**src/rtl/sdram_arb_pkg.sv**
```systemverilog
// Shared defaults and master identifiers for the two-port SDRAM arbiter.
package sdram_arb_pkg;

    localparam int ADDR_W_DEF     = 22;
    localparam int DATA_W_DEF     = 32;
    localparam int PEND_DEPTH_DEF = 8;

    typedef enum logic {
        MID_M0 = 1'b0,
        MID_M1 = 1'b1
    } master_id_t;

    function automatic master_id_t other_master(input master_id_t id);
        return (id == MID_M0) ? MID_M1 : MID_M0;
    endfunction

endpackage

```
**src/rtl/sdram_arb_id_fifo.sv**
```systemverilog
// Small synchronous FIFO of master IDs, one entry per outstanding read,
// so pipelined read returns can be steered back to their issuer in order.
module sdram_arb_id_fifo
    import sdram_arb_pkg::*;
#(
    parameter int DEPTH = PEND_DEPTH_DEF,
    localparam int PTR_W = $clog2(DEPTH),
    localparam int CNT_W = PTR_W + 1
) (
    input  logic             clk,
    input  logic             rst,
    input  logic             push,
    input  master_id_t       push_id,
    input  logic             pop,
    output master_id_t       head,
    output logic [CNT_W-1:0] count,
    output logic             full,
    output logic             empty
);

    master_id_t       mem [DEPTH];
    logic [PTR_W-1:0] wr_ptr;
    logic [PTR_W-1:0] rd_ptr;
    logic             do_push;
    logic             do_pop;

    assign full    = (count == CNT_W'(DEPTH));
    assign empty   = (count == '0);
    assign do_push = push && !full;
    assign do_pop  = pop && !empty;
    assign head    = mem[rd_ptr];

    always_ff @(posedge clk or posedge rst) begin
        if (rst) begin
            wr_ptr <= '0;
            rd_ptr <= '0;
            count  <= '0;
            for (int i = 0; i < DEPTH; i++) begin
                mem[i] <= MID_M0;
            end
        end else begin
            if (do_push) begin
                mem[wr_ptr] <= push_id;
                wr_ptr      <= wr_ptr + 1'b1;
            end
            if (do_pop) begin
                rd_ptr <= rd_ptr + 1'b1;
            end
            // A simultaneous push and pop leaves the occupancy unchanged.
            case ({do_push, do_pop})
                2'b10:   count <= count + 1'b1;
                2'b01:   count <= count - 1'b1;
                default: count <= count;
            endcase
        end
    end

endmodule

```
**src/rtl/sdram_port_arbiter.sv**
```systemverilog
// Two-master Avalon-MM arbiter in front of the SDRAM controller slave:
// per-transfer round-robin, stall lock, and read-return steering.
module sdram_port_arbiter
    import sdram_arb_pkg::*;
#(
    parameter int ADDR_W     = ADDR_W_DEF,
    parameter int DATA_W     = DATA_W_DEF,
    parameter int PEND_DEPTH = PEND_DEPTH_DEF,
    localparam int BE_W  = DATA_W / 8,
    localparam int CNT_W = $clog2(PEND_DEPTH) + 1
) (
    input  logic              clk_clk,
    input  logic              reset_reset,

    input  logic [ADDR_W-1:0] m0_address,
    input  logic              m0_read,
    input  logic              m0_write,
    input  logic [DATA_W-1:0] m0_writedata,
    input  logic [BE_W-1:0]   m0_byteenable,
    output logic              m0_waitrequest,
    output logic [DATA_W-1:0] m0_readdata,
    output logic              m0_readdatavalid,

    input  logic [ADDR_W-1:0] m1_address,
    input  logic              m1_read,
    input  logic              m1_write,
    input  logic [DATA_W-1:0] m1_writedata,
    input  logic [BE_W-1:0]   m1_byteenable,
    output logic              m1_waitrequest,
    output logic [DATA_W-1:0] m1_readdata,
    output logic              m1_readdatavalid,

    output logic [ADDR_W-1:0] s_address,
    output logic              s_read,
    output logic              s_write,
    output logic [DATA_W-1:0] s_writedata,
    output logic [BE_W-1:0]   s_byteenable,
    input  logic [DATA_W-1:0] s_readdata,
    input  logic              s_readdatavalid,
    input  logic              s_waitrequest,

    output logic [CNT_W-1:0]  pending_count,
    output logic              err_orphan
);

    master_id_t       rr_ptr;
    master_id_t       lock_id;
    master_id_t       sel;
    master_id_t       fifo_head;
    logic             lock_q;
    logic             grant;
    logic             read_room;
    logic             elig_m0;
    logic             elig_m1;
    logic             sel_read;
    logic             sel_write;
    logic             s_accept;
    logic             fifo_empty;
    logic             fifo_full;
    logic             rdv_steer;
    logic [CNT_W-1:0] fifo_count;

    // Read eligibility uses the registered occupancy, so a return in the
    // same cycle does not free a slot until the next cycle.
    assign read_room = !fifo_full;
    assign elig_m0   = m0_write || (m0_read && read_room);
    assign elig_m1   = m1_write || (m1_read && read_room);

    always_comb begin
        sel   = MID_M0;
        grant = 1'b0;
        if (lock_q) begin
            sel   = lock_id;
            grant = (lock_id == MID_M1) ? elig_m1 : elig_m0;
        end else if (elig_m0 && elig_m1) begin
            sel   = other_master(rr_ptr);
            grant = 1'b1;
        end else if (elig_m0) begin
            sel   = MID_M0;
            grant = 1'b1;
        end else if (elig_m1) begin
            sel   = MID_M1;
            grant = 1'b1;
        end
        if (reset_reset) begin
            grant = 1'b0;
        end
    end

    assign sel_read     = (sel == MID_M1) ? m1_read       : m0_read;
    assign sel_write    = (sel == MID_M1) ? m1_write      : m0_write;
    assign s_address    = (sel == MID_M1) ? m1_address    : m0_address;
    assign s_writedata  = (sel == MID_M1) ? m1_writedata  : m0_writedata;
    assign s_byteenable = (sel == MID_M1) ? m1_byteenable : m0_byteenable;
    assign s_read       = grant && sel_read;
    assign s_write      = grant && sel_write;
    assign s_accept     = (s_read || s_write) && !s_waitrequest;

    assign m0_waitrequest = !(grant && (sel == MID_M0)) || s_waitrequest;
    assign m1_waitrequest = !(grant && (sel == MID_M1)) || s_waitrequest;

    // A stalled command keeps ownership of the slave until it is accepted.
    always_ff @(posedge clk_clk or posedge reset_reset) begin
        if (reset_reset) begin
            rr_ptr     <= MID_M1;
            lock_q     <= 1'b0;
            lock_id    <= MID_M0;
            err_orphan <= 1'b0;
        end else begin
            lock_q  <= (s_read || s_write) && s_waitrequest;
            lock_id <= sel;
            if (s_accept) begin
                rr_ptr <= sel;
            end
            if (s_readdatavalid && fifo_empty) begin
                err_orphan <= 1'b1;
            end
        end
    end

    sdram_arb_id_fifo #(
        .DEPTH (PEND_DEPTH)
    ) u_id_fifo (
        .clk     (clk_clk),
        .rst     (reset_reset),
        .push    (s_read && !s_waitrequest),
        .push_id (sel),
        .pop     (s_readdatavalid),
        .head    (fifo_head),
        .count   (fifo_count),
        .full    (fifo_full),
        .empty   (fifo_empty)
    );

    assign rdv_steer        = s_readdatavalid && !fifo_empty && !reset_reset;
    assign m0_readdatavalid = rdv_steer && (fifo_head == MID_M0);
    assign m1_readdatavalid = rdv_steer && (fifo_head == MID_M1);
    assign m0_readdata      = s_readdata;
    assign m1_readdata      = s_readdata;
    assign pending_count    = fifo_count;

endmodule

```
**config.mk**
```make
export PLATFORM = sky130hd
export DESIGN_NAME = sdram_port_arbiter
export DESIGN_NICKNAME = d
export VERILOG_FILES = /design/src/rtl/sdram_arb_pkg.sv /design/src/rtl/sdram_arb_id_fifo.sv /design/src/rtl/sdram_port_arbiter.sv
export SDC_FILE = /design/constraint.sdc
export NUM_CORES = 1
export LEC_CHECK = 0
export CELL_PAD_IN_SITES_DETAIL_PLACEMENT = 0
export CELL_PAD_IN_SITES_GLOBAL_PLACEMENT = 1
export CORE_MARGIN = 2
export CORE_UTILIZATION = 22
export CTS_BUF_LIST = sky130_fd_sc_hd__clkbuf_8
export DETAILED_ROUTE_END_ITERATION = 12
export PLACE_DENSITY = 0.86
export SYNTH_ARGS = -nofsm -noshare
export SYNTH_HDL_FRONTEND = slang
export SYNTH_HIERARCHICAL = 1
export SYNTH_SLANG_ARGS = --single-unit
```
**constraint.sdc**
```tcl
create_clock -name clk_clk -period 7.2 [get_ports clk_clk]
set_input_delay 1.8 -clock clk_clk [delete_from_list [all_inputs] [get_ports clk_clk]]
set_output_delay 1.8 -clock clk_clk [all_outputs]
set_load 0.1 [all_outputs]
```
==> results.toml <==
[clock_network]
cts_root_buf = "clkbuf_8"
postCtsSetupBuffers = 0
h-tree-depth = 1
clock_sinks = 22
cts_hold_buf = 0
cts_tree = "built"
clk_path_buf_depth = 2
cts-buffers-inserted = 3
insertion_delay_ns = 0.27
path_clk_slew_ns = 0.07
cts_resized = 0

[route]
route.detailed.drc = 0
avgRoutedWirePerCell_um = 18.0
dr.pass1.iters = 4
ant_nets = 0
routed_wl_mm = 9.89
vias = 2336
drt-initial-drc-count = 65
routed_via_density = 4.26

[sta]
period_share = 0.827
setup_ws_ns = 1.24
max_freq_ghz = 0.168
tightest_slew_ns = 0.981
drv_slew = 0
clock_skew_ns = 0.00616
whs_ns = 0.462
tns_ns = 0
layout_min_cycle_time_ns = 5.96
maxSlewHeadroom = 0.344
hold_viol_final = 0
rsz0062_at_grt = "no"
finalSetupViolCount = 0

[global_routing]
grt_pass1_wl_mm = 13.3
track_usage = 0.129
antenna_found_initial = 0
grt_pass1_vias = 2417
grt-ovfl-total = 0
grt_max_degree = 70

[worst_hold_path]
hold_class = "reg -> reg"
min_from = "err_orphan"

[synthesis]
synth_edf_count = 0
netlist_instances = 253
ys_types = 48
async_flop_share = 1.00
yosysTopAreaCellShare = 0.251
syn_avg_cell_area_um2 = 11.1
syn-cell-area_mm2 = 0.00282
synth_area_leaders = "mux2_4 (25%), dfrtp_1 (19%), buf_4 (17%)"
synth_area_leader_cell = "mux2_4"
synth_nets = 415
ys_warn_count = 6
yosysMostFrequentCell = "buf_4"
seq_area_frac_synth = 0.196
ys.flop_type = "dfrtp_1"
synth_seq_cells = 22
ys_top_cells_by_count = "buf_4 (64), mux2_4 (47), dfrtp_1 (21), mux2_2 (13)"

[layout]
drive_above_1_share = 0.375
n_antenna_cell = 0
area_growth_pct = 52.4
nNetsFinal = 539
fillers = 1254

[floorplanning]
die_w_um = 117
die_h_um = 117
core_area_mm2 = 0.0126
start_util = 0.224
io_pins = 289
die-area_mm2 = 0.0137
rows = 41

[critical_path]
cp_cell_sequence = "clkdlybuf4s50_1 -> nor2b_4 -> o41ai_1 -> nor3_1 -> nand2_1 -> clkdlybuf4s50_1"
cp-startpoint = "m0_read"
critical_path_class = "in -> out"
cp_common_cell = "clkdlybuf4s50_1"
required_ns = 5.40
endpoint_kind = "primary output"
arrival_ns = 4.16
crit_slowest_cell = "clkdlybuf4s50_1"
rr_startpoint = "u_id_fifo/count[0]"
max_stage_delay_ns = 1.13
critical_path.max_fanout = 5
startpoint_type = "primary input"

[placement]
place.detailed.hpwl_mm = 8.27
routabilityCongestion = 0.854
dp_slack_ns = 1.25
io_buffer_count = 192

[power]
leakage_nw = 1.86
power.density_mw_per_mm2 = 420
peakVddDrop_v = 0.000377

[flow_run]
drv_cap = 0

[status]
run_status = "completed"
-- stage by stage --
| stage | cells | instance area, um2 | utilization | power (mW) |
|---|---|---|---|---|
| 3_5_place_dp | 544 | 4220 | 0.336 | 1.69 |
| 6_report | 548 | 4290 | 0.341 | 1.80 |
| 4_1_cts | 548 | 4290 | 0.341 | 1.81 |
| 3_3_place_gp | 544 | 4220 | 0.336 | 1.68 |
| 2_1_floorplan | 253 | 2820 | - | 1.58 |
| 5_1_grt | 548 | 4290 | 0.341 | 1.87 |
-- worst paths after layout --
| kind | to | slack [ns] | cells after the start |
|---|---|---|---|
| max reg2reg | u_id_fifo/count[3] | 3.03 | 11 |
| max in group asynchronous | u_id_fifo/count[3] | 4.59 | 2 |
| max | m1_waitrequest | 1.24 | 6 |
| min reg2reg | err_orphan | 0.46 | 1 |
| min | err_orphan | 0.46 | 1 |
| min in group asynchronous | lock_id | 1.93 | 2 |
-- critical path: cells and delay by family --
| family | cells | cell delay [ns] |
|---|---|---|
| AO/OA/AOI/OAI | 1 | 0.37 |
| buffers and inverters | 2 | 1.58 |
| AND/OR/NAND/NOR | 3 | 0.40 |
-- sequential cells by signal (all words and copies together), names as in the netlist --
name / flops
u_id_fifo/rd_ptr: 3
u_id_fifo/mem: 8
u_id_fifo/count: 4
lock_q: 1
rr_ptr: 1
err_orphan: 1
lock_id: 1
u_id_fifo/wr_ptr: 3
-- cell families after synthesis --
family | share of synthesized area
DFF | 0.196
muxes | 0.362
and+or+nand+nor | 0.114
adders and majority gates | 0.0293
AOI/OAI and AO/OA | 0.0551
buffers and inverters | 0.224
xor gates and xnor gates | 0.0187
-- where the power goes --
part / total (mW) / switching, mW / internal (mW) / leakage (nW)
Clock: 0.115 / 0.0402 / 0.0743 / 0.0357
Sequential: 0.251 / 0.0722 / 0.179 / 0.270
Combinational: 1.43 / 0.993 / 0.441 / 1.55
-- placed cells by master (no fill, tap or decap), drive strengths merged --
master and n:
a2111o 1, a21boi 1, a21o 1, a21oi 4, and2b 1, buf 62, bufinv 1, clkbuf 3
clkdlybuf4s50 131, dfrtp 21, dfstp 1, fa 1, ha 5, inv 8, mux2 70, mux2i 1
mux4 2, nand2 10, nand2b 4, nand3 2, nand4 2, nor2 4, nor2b 2, nor3 5
nor3b 2, nor4 4, nor4b 6, nor4bb 1, o211ai 3, o21a 1, o21ai 3, o21bai 1
o311ai 1, o41ai 2, or3 1, or4 1, or4b 1, xnor2 4, xor2 2
-- area by class of cell --
| cell class | count | area [um2] | area share |
|---|---|---|---|
| Clock buffer | 3 | 41.3 | 0.00963 |
| Clock inverter | 1 | 30.0 | 0.00700 |
| Multi-Input combinational cell | 149 | 1630 | 0.380 |
| Tap cell | 172 | 215 | 0.0502 |
| Timing Repair Buffer | 193 | 1790 | 0.417 |
| Inverter | 8 | 30.0 | 0.00700 |
| Sequential cell | 22 | 552 | 0.129 |
-- layer usage --
metal	vias up	routed length (um)	global-route usage
met1	1085	3820	0.147
met2	150	4590	0.218
li1	1088	-	-
met3	13	1340	0.0664
met4	0	144	0.0275
met5	-	0	0
Note: power is estimated with default switching activity, not from simulation.
==> patch, RTL diff (config.mk and constraints unchanged) <==
One comparison of `count` changes from == to >=.
--- a/src/rtl/sdram_arb_id_fifo.sv
+++ b/src/rtl/sdram_arb_id_fifo.sv
@@ -26,3 +26,3 @@
 
-    assign full    = (count == CNT_W'(DEPTH));
+    assign full    = (count >= CNT_W'(DEPTH));
     assign empty   = (count == '0);
Formal check against the unedited RTL: no difference found for any inputs over 4 cycles, from zero or initial values and one cycle with reset_reset high; that may be too few to reach the edited logic, so the function may still have changed.
==> patch against the original RTL <==
Non-clock buffer count up 1. Setup slack better by 0.25 ns. Cell area shrank 0.55%. Routed wire length increased by 2.1%. Sequential share of layout area is 0.072 points higher. Synthesized area fell by 0.89%. Synthesized cell count up 0.40%. Combinational power is 3% higher. Utilization is 0.050 points lower. Critical path depth down 3. Sequential cell count stayed put. Worst hold slack better by 0.0092 ns. Cell count rose by 0.18%. Total power up 2.5%. Largest power group unchanged.
==> patch: results (changes against the original RTL) <==
| Metric | Value |
|---|---|
| Status | finished clean (unchanged) |
| Fin Clk Skew | 0.00815 ns (was 0.00616 ns) |
| Syn nets | 416 (was 415) |
| Leak | 1.85 nW (was 1.86 nW) |
| Hold slack final | 0.471 ns (was 0.462 ns) |
| Mux contribution to synthesized area | 36.1% (was 36.2%) |
| First-pass GRT wire length | 13400 um (was 13300 um) |
| Rel. slew slack | 34.2% (was 34.4%) |
| DRT Pass-1 Iters | 4 (unchanged) |
| Fraction of the mapped netlist area in adder cells | 2.96% (was 2.93%) |
| Async set or reset register ratio after synthesis | 100% (unchanged) |
| Crit path DAT | 3.91 ns (was 4.16 ns) |
| Synth cell types | 47 (was 48) |
| Postcts setup bufs | 0 (unchanged) |
| Final nets | 540 (was 539) |
| HPWL Detailed | 8400 um (was 8270 um) |
| Post-DP Area | 4190 sq um (was 4220 sq um) |
| Layout cells sized above 1 | 39.5% (was 37.5%) |
| Via count | 2361 (was 2336) |
| Critical path peak fanout | 4 (was 5) |
| Sequential share of the synthesized area | 19.8% (was 19.6%) |
| Final GP Congestion | 0.814 (was 0.854) |
| Initial antenna violation count | 0 (unchanged) |
| Initial DRC count | 66 (was 65) |
| Tot GR Track Use | 13.1% (was 12.9%) |
| Largest net degree at the start of global routing | 49 (was 70) |
| Avg Inst Size Synth | 11.0 sq um (was 11.1 sq um) |
| RR Startpoint | u_id_fifo/count[3] (was u_id_fifo/count[0]) |
| Post-Syn Area | 2790 sq um (was 2820 sq um) |
| Synth top cells by count | buf_4 (64), mux2_4 (47), mux2_2 (22), dfrtp_1 (21), nand2_1 (11) (was buf_4 (64), mux2_4 (47), dfrtp_1 (21), mux2_2 (13)) |
| Wirelength, routed | 10100 um (was 9890 um) |
| Max rail drop VDD | 245 uV (was 377 uV) |
| Vias in the first global route | 2388 (was 2417) |
| R2R setup slack | 3.29 ns (was 3.03 ns) |
| Slowest stage delay, CP | 1.21 ns (was 1.13 ns) |
| Final Non-Filler Cells | 549 (was 548) |
| Xor and xnor area share after synthesis | 1.88% (was 1.87%) |
| Reg2reg path depth | 11 (unchanged) |
| Area contributors post-synth | mux2_4 (25%), dfrtp_1 (19%), buf_4 (17%), mux2_2 (8.9%), buf_8 (3.2%) (was mux2_4 (25%), dfrtp_1 (19%), buf_4 (17%), mux2_2 (5.2%), mux2_1 (4.0%)) |
| Compound-cell area share of the yosys netlist | 5.96% (was 5.51%) |
[patch: final cells by class]
type | count | area, sq um
clock buffer | 3 | 41.3
clock inverter | 1 | 30.0
timing repair buffer | 194 | 1790
multi-input combinational | 148 | 1600
fill | 1311 | 8250
inverter | 9 | 33.8
sequential | 22 | 552
tap | 172 | 215
[patch: cells by family after synthesis]
kind of cell / count (synthesis)
buf+inv: 84
mux: 72
flops: 22
xor+xnor: 6
simple gates: 46
fa+ha+maj: 6
compound gates: 18
[patch: through the flow]
stage | worst slack (ns) | total power, mW | utilization (%)
5_1_grt | 1.41 | 1.92 | 34.1
4_1_cts | 1.46 | 1.86 | 34.1
2_1_floorplan | 0.475 | 1.62 | -
3_5_place_dp | 1.48 | 1.74 | 33.5
3_3_place_gp | 1.50 | 1.73 | 33.5
6_report | 1.49 | 1.84 | 34.1
[patch: power by group]
part | switching (mW) | internal (mW) | leakage (nW)
sequential | 0.0760 | 0.175 | 0.274
clock | 0.0394 | 0.0742 | 0.0357
combinational | 1.03 | 0.453 | 1.54
[patch: critical path, delay by kind of cell]
kind	cells	cell delay (ns)
AND/OR/NAND/NOR	1	0.35
buffers and inverters	2	1.76
[patch: worst max path at each step]
stage                       endpoint             from
finish              m1_readdatavalid  s_readdatavalid
global route        m1_readdatavalid  s_readdatavalid
CTS                 m1_readdatavalid  s_readdatavalid
detailed placement  m1_readdatavalid  s_readdatavalid
global placement    m0_readdatavalid      reset_reset
floorplan           m0_readdatavalid      reset_reset
[patch: per-layer routing]
layer	track usage, %	routed length, um
met4	2.75	127
met2	20.0	4360
met1	16.9	4330
met3	6.12	1290
met5	0	0
